### config.mk
export PLATFORM = sky130hd
export DESIGN_NAME = fft_frame_sched_flat
export DESIGN_NICKNAME = d
export VERILOG_FILES = /design/src/rtl/fft_pkg.sv /design/src/rtl/fft_frame_sched_if.sv /design/src/rtl/fft_frame_sched_pingpong.sv /design/src/rtl/fft_frame_sched.sv /design/src/flat_wrapper.sv
export SDC_FILE = /design/constraint.sdc
export NUM_CORES = 1
export LEC_CHECK = 0
export CAP_MARGIN = 20
export CORE_MARGIN = 4
export CORE_UTILIZATION = 46
export DETAILED_ROUTE_END_ITERATION = 7
export GPL_TIMING_DRIVEN = 0
export PLACE_DENSITY = 0.7
export SLEW_MARGIN = 10
export SYNTH_ARGS = -nofsm -noshare
export SYNTH_HDL_FRONTEND = slang
export SYNTH_HIERARCHICAL = 1
export SYNTH_SLANG_ARGS = --single-unit
### constraint.sdc
create_clock -name clk -period 4.3 [get_ports clk]
set_input_delay 0.86 -clock clk [delete_from_list [all_inputs] [get_ports clk]]
set_output_delay 0.86 -clock clk [all_outputs]
set_load 0.02 [all_outputs]
### src/rtl/fft_pkg.sv
// Shared constants and state encoding for the FFT frame scheduler.
// Frame-level timing lives in the top; this package only names things.
package fft_pkg;

  localparam int N_LOG2          = 10;
  localparam int FFT_POINTS      = 1 << N_LOG2;
  localparam int TIMEOUT_CYC_DEF = 16384;
  localparam int FRAME_CNT_W_DEF = 16;

  typedef enum logic [2:0] {
    ST_IDLE    = 3'd0,
    ST_ARM     = 3'd1,
    ST_START   = 3'd2,
    ST_RUN     = 3'd3,
    ST_DISPLAY = 3'd4,
    ST_ABORT   = 3'd5
  } sched_state_t;

  // Watchdog only has to hold values up to cyc-1.
  function automatic int wd_width(input int cyc);
    return (cyc <= 2) ? 1 : $clog2(cyc);
  endfunction

endpackage

### src/rtl/fft_frame_sched_if.sv
// Scheduler-facing bundle: sample writer, address generator and display reader signals.
// master = scheduler side, slave = surrounding datapath.
interface fft_frame_sched_if #(
  parameter int FRAME_CNT_W = 16
);
  import fft_pkg::*;

  logic                   enable_i;
  logic                   clr_status_i;
  logic                   fill_done_i;
  logic                   capt_sel_o;
  logic                   fft_sel_o;
  logic                   fft_start_o;
  logic                   fft_rst_n_o;
  logic                   vga_start_i;
  logic                   disp_req_i;
  logic                   disp_gnt_o;
  logic                   fft_busy_o;
  logic [FRAME_CNT_W-1:0] frame_cnt_o;
  logic                   overrun_o;
  logic                   timeout_o;
  logic [$bits(sched_state_t)-1:0] state_o;

  modport master (
    input  enable_i, clr_status_i, fill_done_i, vga_start_i, disp_req_i,
    output capt_sel_o, fft_sel_o, fft_start_o, fft_rst_n_o, disp_gnt_o,
           fft_busy_o, frame_cnt_o, overrun_o, timeout_o, state_o
  );

  modport slave (
    output enable_i, clr_status_i, fill_done_i, vga_start_i, disp_req_i,
    input  capt_sel_o, fft_sel_o, fft_start_o, fft_rst_n_o, disp_gnt_o,
           fft_busy_o, frame_cnt_o, overrun_o, timeout_o, state_o
  );
endinterface

### src/rtl/fft_frame_sched_pingpong.sv
// Ping-pong input buffer bookkeeping: which half is being filled, which is waiting for the FFT.
// All state registered; a fill that lands on the same edge as the FFT taking the pending half is accepted.
module pingpong_tracker (
  input  logic clk,
  input  logic rst_n,
  input  logic fill_done,
  input  logic clear_pending,
  input  logic clr_status,
  output logic capt_sel,
  output logic pend_sel,
  output logic pending,
  output logic overrun
);

  logic accept;
  logic overrun_set;

  always_comb begin
    accept      = fill_done && (!pending || clear_pending);
    overrun_set = fill_done && pending && !clear_pending;
  end

  always_ff @(posedge clk) begin
    if (!rst_n) begin
      capt_sel <= 1'b0;
      pend_sel <= 1'b0;
      pending  <= 1'b0;
      overrun  <= 1'b0;
    end else begin
      if (accept) begin
        pending  <= 1'b1;
        pend_sel <= capt_sel;
        capt_sel <= ~capt_sel;
      end else if (clear_pending) begin
        pending  <= 1'b0;
      end
      // A new overrun in the same cycle as a clear request stays visible.
      if (overrun_set)
        overrun <= 1'b1;
      else if (clr_status)
        overrun <= 1'b0;
    end
  end

endmodule

### src/rtl/fft_frame_sched.sv
// Frame scheduler for the FFT engine: ping-pong hand-off, start pulse, watchdog, display grant.
// Outputs registered, one cycle behind the FSM decision; display grant follows disp_req_i by one cycle.
module fft_frame_sched
  import fft_pkg::*;
#(
  parameter int TIMEOUT_CYC = TIMEOUT_CYC_DEF,
  parameter int FRAME_CNT_W = FRAME_CNT_W_DEF
) (
  input logic                clk,
  input logic                rst_n,
  fft_frame_sched_if.master  bus
);

  localparam int              WD_W    = wd_width(TIMEOUT_CYC);
  localparam logic [WD_W-1:0] WD_LAST = WD_W'(TIMEOUT_CYC - 1);

  sched_state_t           state, state_nxt;
  logic [WD_W-1:0]        wd;
  logic                   abort_2nd;
  logic                   clear_pending;
  logic                   timeout_set;
  logic                   capt_sel, pend_sel, pending, overrun;
  logic [FRAME_CNT_W-1:0] frame_cnt;
  logic                   timeout;
  logic                   fft_start, fft_sel, fft_rst_n, fft_busy, disp_gnt;

  pingpong_tracker u_pingpong (
    .clk           (clk),
    .rst_n         (rst_n),
    .fill_done     (bus.fill_done_i),
    .clear_pending (clear_pending),
    .clr_status    (bus.clr_status_i),
    .capt_sel      (capt_sel),
    .pend_sel      (pend_sel),
    .pending       (pending),
    .overrun       (overrun)
  );

  always_ff @(posedge clk) begin
    if (!rst_n)
      state <= ST_IDLE;
    else
      state <= state_nxt;
  end

  always_comb begin
    state_nxt     = state;
    clear_pending = 1'b0;
    timeout_set   = 1'b0;
    case (state)
      ST_IDLE:
        if (bus.enable_i) state_nxt = ST_ARM;
      ST_ARM:
        if (!bus.enable_i) state_nxt = ST_IDLE;
        else if (pending)  state_nxt = ST_START;
      ST_START: begin
        state_nxt     = ST_RUN;
        clear_pending = 1'b1;
      end
      ST_RUN:
        // End-of-frame wins over a watchdog expiring in the same cycle.
        if (bus.vga_start_i) begin
          state_nxt = ST_DISPLAY;
        end else if (wd == WD_LAST) begin
          state_nxt   = ST_ABORT;
          timeout_set = 1'b1;
        end
      ST_DISPLAY:
        if (!bus.disp_req_i) state_nxt = ST_ARM;
      ST_ABORT:
        if (abort_2nd) begin
          state_nxt     = ST_IDLE;
          clear_pending = 1'b1;
        end
      default:
        state_nxt = ST_IDLE;
    endcase
  end

  always_ff @(posedge clk) begin
    if (!rst_n) begin
      wd        <= '0;
      abort_2nd <= 1'b0;
      frame_cnt <= '0;
      timeout   <= 1'b0;
      fft_start <= 1'b0;
      fft_sel   <= 1'b0;
      fft_rst_n <= 1'b0;
      fft_busy  <= 1'b0;
      disp_gnt  <= 1'b0;
    end else begin
      fft_start <= (state_nxt == ST_START);
      fft_busy  <= (state_nxt == ST_RUN);
      fft_rst_n <= (state_nxt != ST_ABORT);
      disp_gnt  <= (state_nxt == ST_DISPLAY) && bus.disp_req_i;
      abort_2nd <= (state == ST_ABORT) && !abort_2nd;

      // Latch the half alongside the start pulse so the engine sees both together.
      if (state == ST_ARM && state_nxt == ST_START)
        fft_sel <= pend_sel;

      if (state_nxt == ST_START)
        wd <= '0;
      else if (state == ST_START || state == ST_RUN)
        wd <= wd + WD_W'(1);

      if (state == ST_RUN && bus.vga_start_i)
        frame_cnt <= frame_cnt + FRAME_CNT_W'(1);

      if (timeout_set)
        timeout <= 1'b1;
      else if (bus.clr_status_i)
        timeout <= 1'b0;
    end
  end

  assign bus.capt_sel_o  = capt_sel;
  assign bus.fft_sel_o   = fft_sel;
  assign bus.fft_start_o = fft_start;
  assign bus.fft_rst_n_o = fft_rst_n;
  assign bus.disp_gnt_o  = disp_gnt;
  assign bus.fft_busy_o  = fft_busy;
  assign bus.frame_cnt_o = frame_cnt;
  assign bus.overrun_o   = overrun;
  assign bus.timeout_o   = timeout;
  assign bus.state_o     = state;

endmodule
### src/flat_wrapper.sv
// flat-port wrapper written by rule: the top's interface ports become plain ports
module fft_frame_sched_flat import fft_pkg::*;
#(
  parameter int TIMEOUT_CYC = TIMEOUT_CYC_DEF,
  parameter int FRAME_CNT_W = FRAME_CNT_W_DEF
)
  (clk, rst_n, bus_enable_i, bus_clr_status_i, bus_fill_done_i, bus_vga_start_i, bus_disp_req_i, bus_capt_sel_o, bus_fft_sel_o, bus_fft_start_o, bus_fft_rst_n_o, bus_disp_gnt_o, bus_fft_busy_o, bus_frame_cnt_o, bus_overrun_o, bus_timeout_o, bus_state_o);
  fft_frame_sched_if #(.FRAME_CNT_W(FRAME_CNT_W)) bus_i ();
  input logic clk;
  input logic rst_n;
  input wire logic [$bits(bus_i.enable_i)-1:0] bus_enable_i;
  input wire logic [$bits(bus_i.clr_status_i)-1:0] bus_clr_status_i;
  input wire logic [$bits(bus_i.fill_done_i)-1:0] bus_fill_done_i;
  input wire logic [$bits(bus_i.vga_start_i)-1:0] bus_vga_start_i;
  input wire logic [$bits(bus_i.disp_req_i)-1:0] bus_disp_req_i;
  output wire logic [$bits(bus_i.capt_sel_o)-1:0] bus_capt_sel_o;
  output wire logic [$bits(bus_i.fft_sel_o)-1:0] bus_fft_sel_o;
  output wire logic [$bits(bus_i.fft_start_o)-1:0] bus_fft_start_o;
  output wire logic [$bits(bus_i.fft_rst_n_o)-1:0] bus_fft_rst_n_o;
  output wire logic [$bits(bus_i.disp_gnt_o)-1:0] bus_disp_gnt_o;
  output wire logic [$bits(bus_i.fft_busy_o)-1:0] bus_fft_busy_o;
  output wire logic [$bits(bus_i.frame_cnt_o)-1:0] bus_frame_cnt_o;
  output wire logic [$bits(bus_i.overrun_o)-1:0] bus_overrun_o;
  output wire logic [$bits(bus_i.timeout_o)-1:0] bus_timeout_o;
  output wire logic [$bits(bus_i.state_o)-1:0] bus_state_o;
  assign bus_i.enable_i = bus_enable_i;
  assign bus_i.clr_status_i = bus_clr_status_i;
  assign bus_i.fill_done_i = bus_fill_done_i;
  assign bus_i.vga_start_i = bus_vga_start_i;
  assign bus_i.disp_req_i = bus_disp_req_i;
  assign bus_capt_sel_o = bus_i.capt_sel_o;
  assign bus_fft_sel_o = bus_i.fft_sel_o;
  assign bus_fft_start_o = bus_i.fft_start_o;
  assign bus_fft_rst_n_o = bus_i.fft_rst_n_o;
  assign bus_disp_gnt_o = bus_i.disp_gnt_o;
  assign bus_fft_busy_o = bus_i.fft_busy_o;
  assign bus_frame_cnt_o = bus_i.frame_cnt_o;
  assign bus_overrun_o = bus_i.overrun_o;
  assign bus_timeout_o = bus_i.timeout_o;
  assign bus_state_o = bus_i.state_o;
  fft_frame_sched #(.TIMEOUT_CYC(TIMEOUT_CYC), .FRAME_CNT_W(FRAME_CNT_W)) u_core (.clk(clk), .rst_n(rst_n), .bus(bus_i));
endmodule
==> reports/qor.txt <==
Status: finished clean
Final #Nets: 275
Transition time at the pin with the least slew margin: 0.513 ns
Post-synthesis cell area: 0.00203 mm2
Detailed route wirelength on metal3: 169 um
Total wirelength of the detailed-routed design: 4.26 mm
Post-synthesis instance total: 226
Clock tree from TritonCTS: done
Number of flops mapped to enable cells by yosys: 0
Clock Skews: 0.00574 ns
Number of core rows: 23
Number of cells in the finished layout apart from fillers: 317
Unrepaired setup endpoints after global routing: false
Number of global-route vias before repair: 1521
Boundary pin count: 34
Reg-to-reg setup timing slack: 2.52 ns
Crit path launch: bus_vga_start_i
Die W: 74.4 um
Number of H-tree levels: 2
Number of library cell types mapped by synthesis: 45
Diode insertion count for antenna repair: 0
Area enclosed by the die boundary: 0.00554 mm2
Net count after synthesis: 235
Synthesis-to-layout area growth: 24.7%
Router iterations before antenna repair: 4
Largest fanout on the critical path: 9
Part of the Yosys area used for sequential elements: 43.4%
Initial Utilization: 48.9%
Cell class contributing the biggest share of worst-path delay: simple AND/OR/NAND/NOR gates
Largest net degree at the start of global routing: 14
Via density per instance: 5.41
Cell with the biggest individual delay on the critical path: sky130_fd_sc_hd__clkdlybuf4s50_1
Placed wire-length estimate after detailed placement: 3.04 mm
Startpoint kind of the worst setup timing path: primary input
Share of flip-flops with an asynchronous set or reset after synthesis: 0%
Number of max-slew violations in the final report: 0
Residual overflow from global routing: 0
Worst Path Required: 4.52 ns
Portion of synthesized cell area occupied by the leading cell type: 43.4%
Worst setup endpoint: u_core/bus.frame_cnt_o[15]
Cell type contributing the most total cell area after synthesis: sky130_fd_sc_hd__dfxtp_1
Post-synth top flop: sky130_fd_sc_hd__dfxtp_1
Crit path time final: 2.30 ns
Design Area, Final: 0.00253 mm2
R2r worst-path depth: 5
Num CTS Buffers: 5
Placement Cell Area: 0.00242 mm2
Number of buffers and inverters on the critical path: 1
First-pass GRT wire length: 6.89 mm
Hold slack final: 0.461 ns
Final hold violation count: 0
Buffers added on ports: 33
Detailed-route via count: 1716
Remaining antenna violation count after routing: 0
Count of buffers added by post-CTS timing repair for setup: 0
Vert. Die Dim: 74.4 um
Total instance count after detailed placement: 309
Leakage component of the power: 0.942 nW
Initial antenna violation count: 0
Number of buffers on the longest clock path: 2
Cts repair resizes: 0
Class of the tightest hold or removal check: reg -> reg
Yosys warning count: 6
Root Buffer Master: sky130_fd_sc_hd__clkbuf_8
WL/cell: 13.4 um
Worst reg2reg startpoint: u_core/wd[0]
Fmax: 435 MHz
Number of hold buffers added after cts: 0
Total Routing Usage GR: 15.6%
Max Cap Violations: 0
Number of fill cells: 389
Syn_area_per_cell: 8.97 um2
Cell types occupying the most area after synthesis: sky130_fd_sc_hd__dfxtp_1 (43%), sky130_fd_sc_hd__xor2_1 (5.6%), sky130_fd_sc_hd__nor2_1 (4.4%)
Maximum VDD drop: 0.154 mV
Clock latency on the worst-skew pair: 0.29 ns
Worst hold path stage count: 2
Final Cycle Share: 53.5%
Number of synthesized register bits: 44
Fraction of layout instances using a drive strength above 1: 7.49%
Area of the core: 0.00414 mm2
Wl on met1: 2.22 mm
Clock-pin slew of the registers on the worst-case setup and hold paths: 0.08 ns
Cells along the critical path: clkdlybuf4s50_1, and2_1, nand4_2, or4_1, a21oi_1
Total negative slack for setup checks: 0 ns
Top routing layer in use: met4
Starting DRT DRC Count: 151
Endpoints failing setup: 0
Worst path arrival time: 2.52 ns
DRC violations left: 0
Worst relative slew slack: 65.8%
Power Dens Cells: 305 mW/mm2
Class of the most critical setup path: in -> reg
CP Capture Type: register
Endpoint of the worst register-to-register path: u_core/bus.disp_gnt_o
TritonCTS sink count: 44
Number of cells on the critical path: 5
Routed wire length on met2: 1.83 mm
Slowest cell delay on critical path: 0.58 ns
Routability congestion estimate from global placement: 0.783
[worst min-delay path, delay by kind of cell, from the launching register on]
family	cells	cell delay, ns
compound gates	1	0.05
flops	1	0.31
simple gates	1	0.05
[power by group]
group | leakage (nW) | internal (mW) | switching (mW) | total (mW)
registers | 0.356 | 0.412 | 0.00329 | 0.415
logic | 0.531 | 0.0217 | 0.0267 | 0.0484
clock network | 0.0552 | 0.172 | 0.134 | 0.307
[final cells by class]
cell class	instances	area (um2)	share of cell area, %
buffer	10	43.8	1.73
clock buffer	6	72.6	2.87
clock inverter	2	35.0	1.39
inverter	5	18.8	0.742
multi-input combinational	167	1080	42.9
sequential	44	881	34.8
tap	50	62.6	2.47
timing repair buffer	33	330	13.1
[cell usage after synthesis, types with 2 or more instances]
| cell type | number |
|---|---|
| sky130_fd_sc_hd__a21oi_1 | 13 |
| sky130_fd_sc_hd__and2_1 | 6 |
| sky130_fd_sc_hd__and3_1 | 4 |
| sky130_fd_sc_hd__and3b_1 | 2 |
| sky130_fd_sc_hd__and4_1 | 5 |
| sky130_fd_sc_hd__and4b_1 | 3 |
| sky130_fd_sc_hd__buf_2 | 4 |
| sky130_fd_sc_hd__clkbuf_1 | 5 |
| sky130_fd_sc_hd__dfxtp_1 | 44 |
| sky130_fd_sc_hd__ha_1 | 2 |
| sky130_fd_sc_hd__inv_1 | 5 |
| sky130_fd_sc_hd__mux2i_1 | 6 |
| sky130_fd_sc_hd__nand2_1 | 16 |
| sky130_fd_sc_hd__nand2b_1 | 2 |
| sky130_fd_sc_hd__nand3_1 | 12 |
| sky130_fd_sc_hd__nand4_1 | 8 |
| sky130_fd_sc_hd__nand4b_1 | 2 |
| sky130_fd_sc_hd__nor2_1 | 24 |
| sky130_fd_sc_hd__nor2b_1 | 5 |
| sky130_fd_sc_hd__nor3_1 | 2 |
| sky130_fd_sc_hd__nor3b_1 | 2 |
| sky130_fd_sc_hd__nor4_1 | 2 |
| sky130_fd_sc_hd__o21a_1 | 2 |
| sky130_fd_sc_hd__o21ai_0 | 8 |
| sky130_fd_sc_hd__or3_1 | 5 |
| sky130_fd_sc_hd__or4_1 | 2 |
| sky130_fd_sc_hd__xnor2_1 | 5 |
| sky130_fd_sc_hd__xor2_1 | 13 |
[routing by layer]
metal	track usage [%]	vias to the layer above
li1	-	883
met1	22.3	789
met2	23.7	40
met3	3.11	4
met4	4.74	0
met5	0	-
[per-stage QoR]
step	utilization [%]	worst slack, ns	power (mW)
after floorplan	-	2.47	0.451
after global placement	58.4	1.72	0.473
after detailed placement	58.4	1.73	0.473
after CTS	61.0	2.03	0.779
after global routing	61.0	1.85	0.798
final	61.0	2.00	0.770
[cell usage in the layout (no fill, tap or decap), types with 2 or more instances in the layout]
master,synthesis,routed
sky130_fd_sc_hd__nand4_1,8,8
sky130_fd_sc_hd__nand4b_1,2,2
sky130_fd_sc_hd__clkbuf_1,5,6
sky130_fd_sc_hd__nor2_1,24,24
sky130_fd_sc_hd__and4b_1,3,3
sky130_fd_sc_hd__nor3_1,2,2
sky130_fd_sc_hd__nand3_1,12,12
sky130_fd_sc_hd__clkdlybuf4s50_1,0,33
sky130_fd_sc_hd__mux2i_1,6,6
sky130_fd_sc_hd__a21oi_1,13,13
sky130_fd_sc_hd__xor2_1,13,13
sky130_fd_sc_hd__clkbuf_8,0,5
sky130_fd_sc_hd__nor2b_1,5,5
sky130_fd_sc_hd__buf_2,4,4
sky130_fd_sc_hd__xnor2_1,5,5
sky130_fd_sc_hd__nand2_1,16,16
sky130_fd_sc_hd__nor4_1,2,2
sky130_fd_sc_hd__ha_1,2,2
sky130_fd_sc_hd__or3_1,5,5
sky130_fd_sc_hd__and3_1,4,4
sky130_fd_sc_hd__o21a_1,2,2
sky130_fd_sc_hd__o21ai_0,8,8
sky130_fd_sc_hd__and3b_1,2,2
sky130_fd_sc_hd__or4_1,2,2
sky130_fd_sc_hd__nor3b_1,2,2
sky130_fd_sc_hd__nand2b_1,2,2
sky130_fd_sc_hd__and2_1,6,6
sky130_fd_sc_hd__dfxtp_1,44,44
sky130_fd_sc_hd__and4_1,5,5
sky130_fd_sc_hd__inv_1,5,5
[state kept, by name, indices dropped and copies added, names as in the netlist]
register                    count
u_core/bus.frame_cnt_o         16
u_core/wd                      14
u_core/bus.state_o              3
u_core/abort_2nd                1
u_core/bus.disp_gnt_o           1
u_core/bus.fft_busy_o           1
u_core/bus.fft_rst_n_o          1
u_core/bus.fft_sel_o            1
u_core/bus.fft_start_o          1
u_core/bus.timeout_o            1
u_core/u_pingpong/capt_sel      1
u_core/u_pingpong/overrun       1
u_core/u_pingpong/pend_sel      1
u_core/u_pingpong/pending       1
[how the worst min path moves through the flow]
stage | from | endpoint
floorplan | u_core/abort_2nd | u_core/abort_2nd
global placement | u_core/u_pingpong/pend_sel | u_core/u_pingpong/pend_sel
detailed placement | u_core/bus.fft_sel_o | u_core/bus.fft_sel_o
CTS | u_core/bus.fft_sel_o | u_core/bus.fft_sel_o
global route | u_core/bus.fft_sel_o | u_core/bus.fft_sel_o
finish | u_core/bus.fft_sel_o | u_core/bus.fft_sel_o
[cells by family (layout without fill, tap and decap cells)]
| group | after synthesis | after routing | share of synthesized area (%) |
|---|---|---|---|
| simple gates | 111 | 111 | 32.7 |
| flops | 44 | 44 | 43.4 |
| compound gates | 30 | 30 | 8.82 |
| xor+xnor | 18 | 18 | 7.77 |
| buf+inv | 15 | 56 | 3.08 |
| mux | 6 | 6 | 2.96 |
| fa+ha+maj | 2 | 2 | 1.23 |
(Power assumes the default switching activity.)
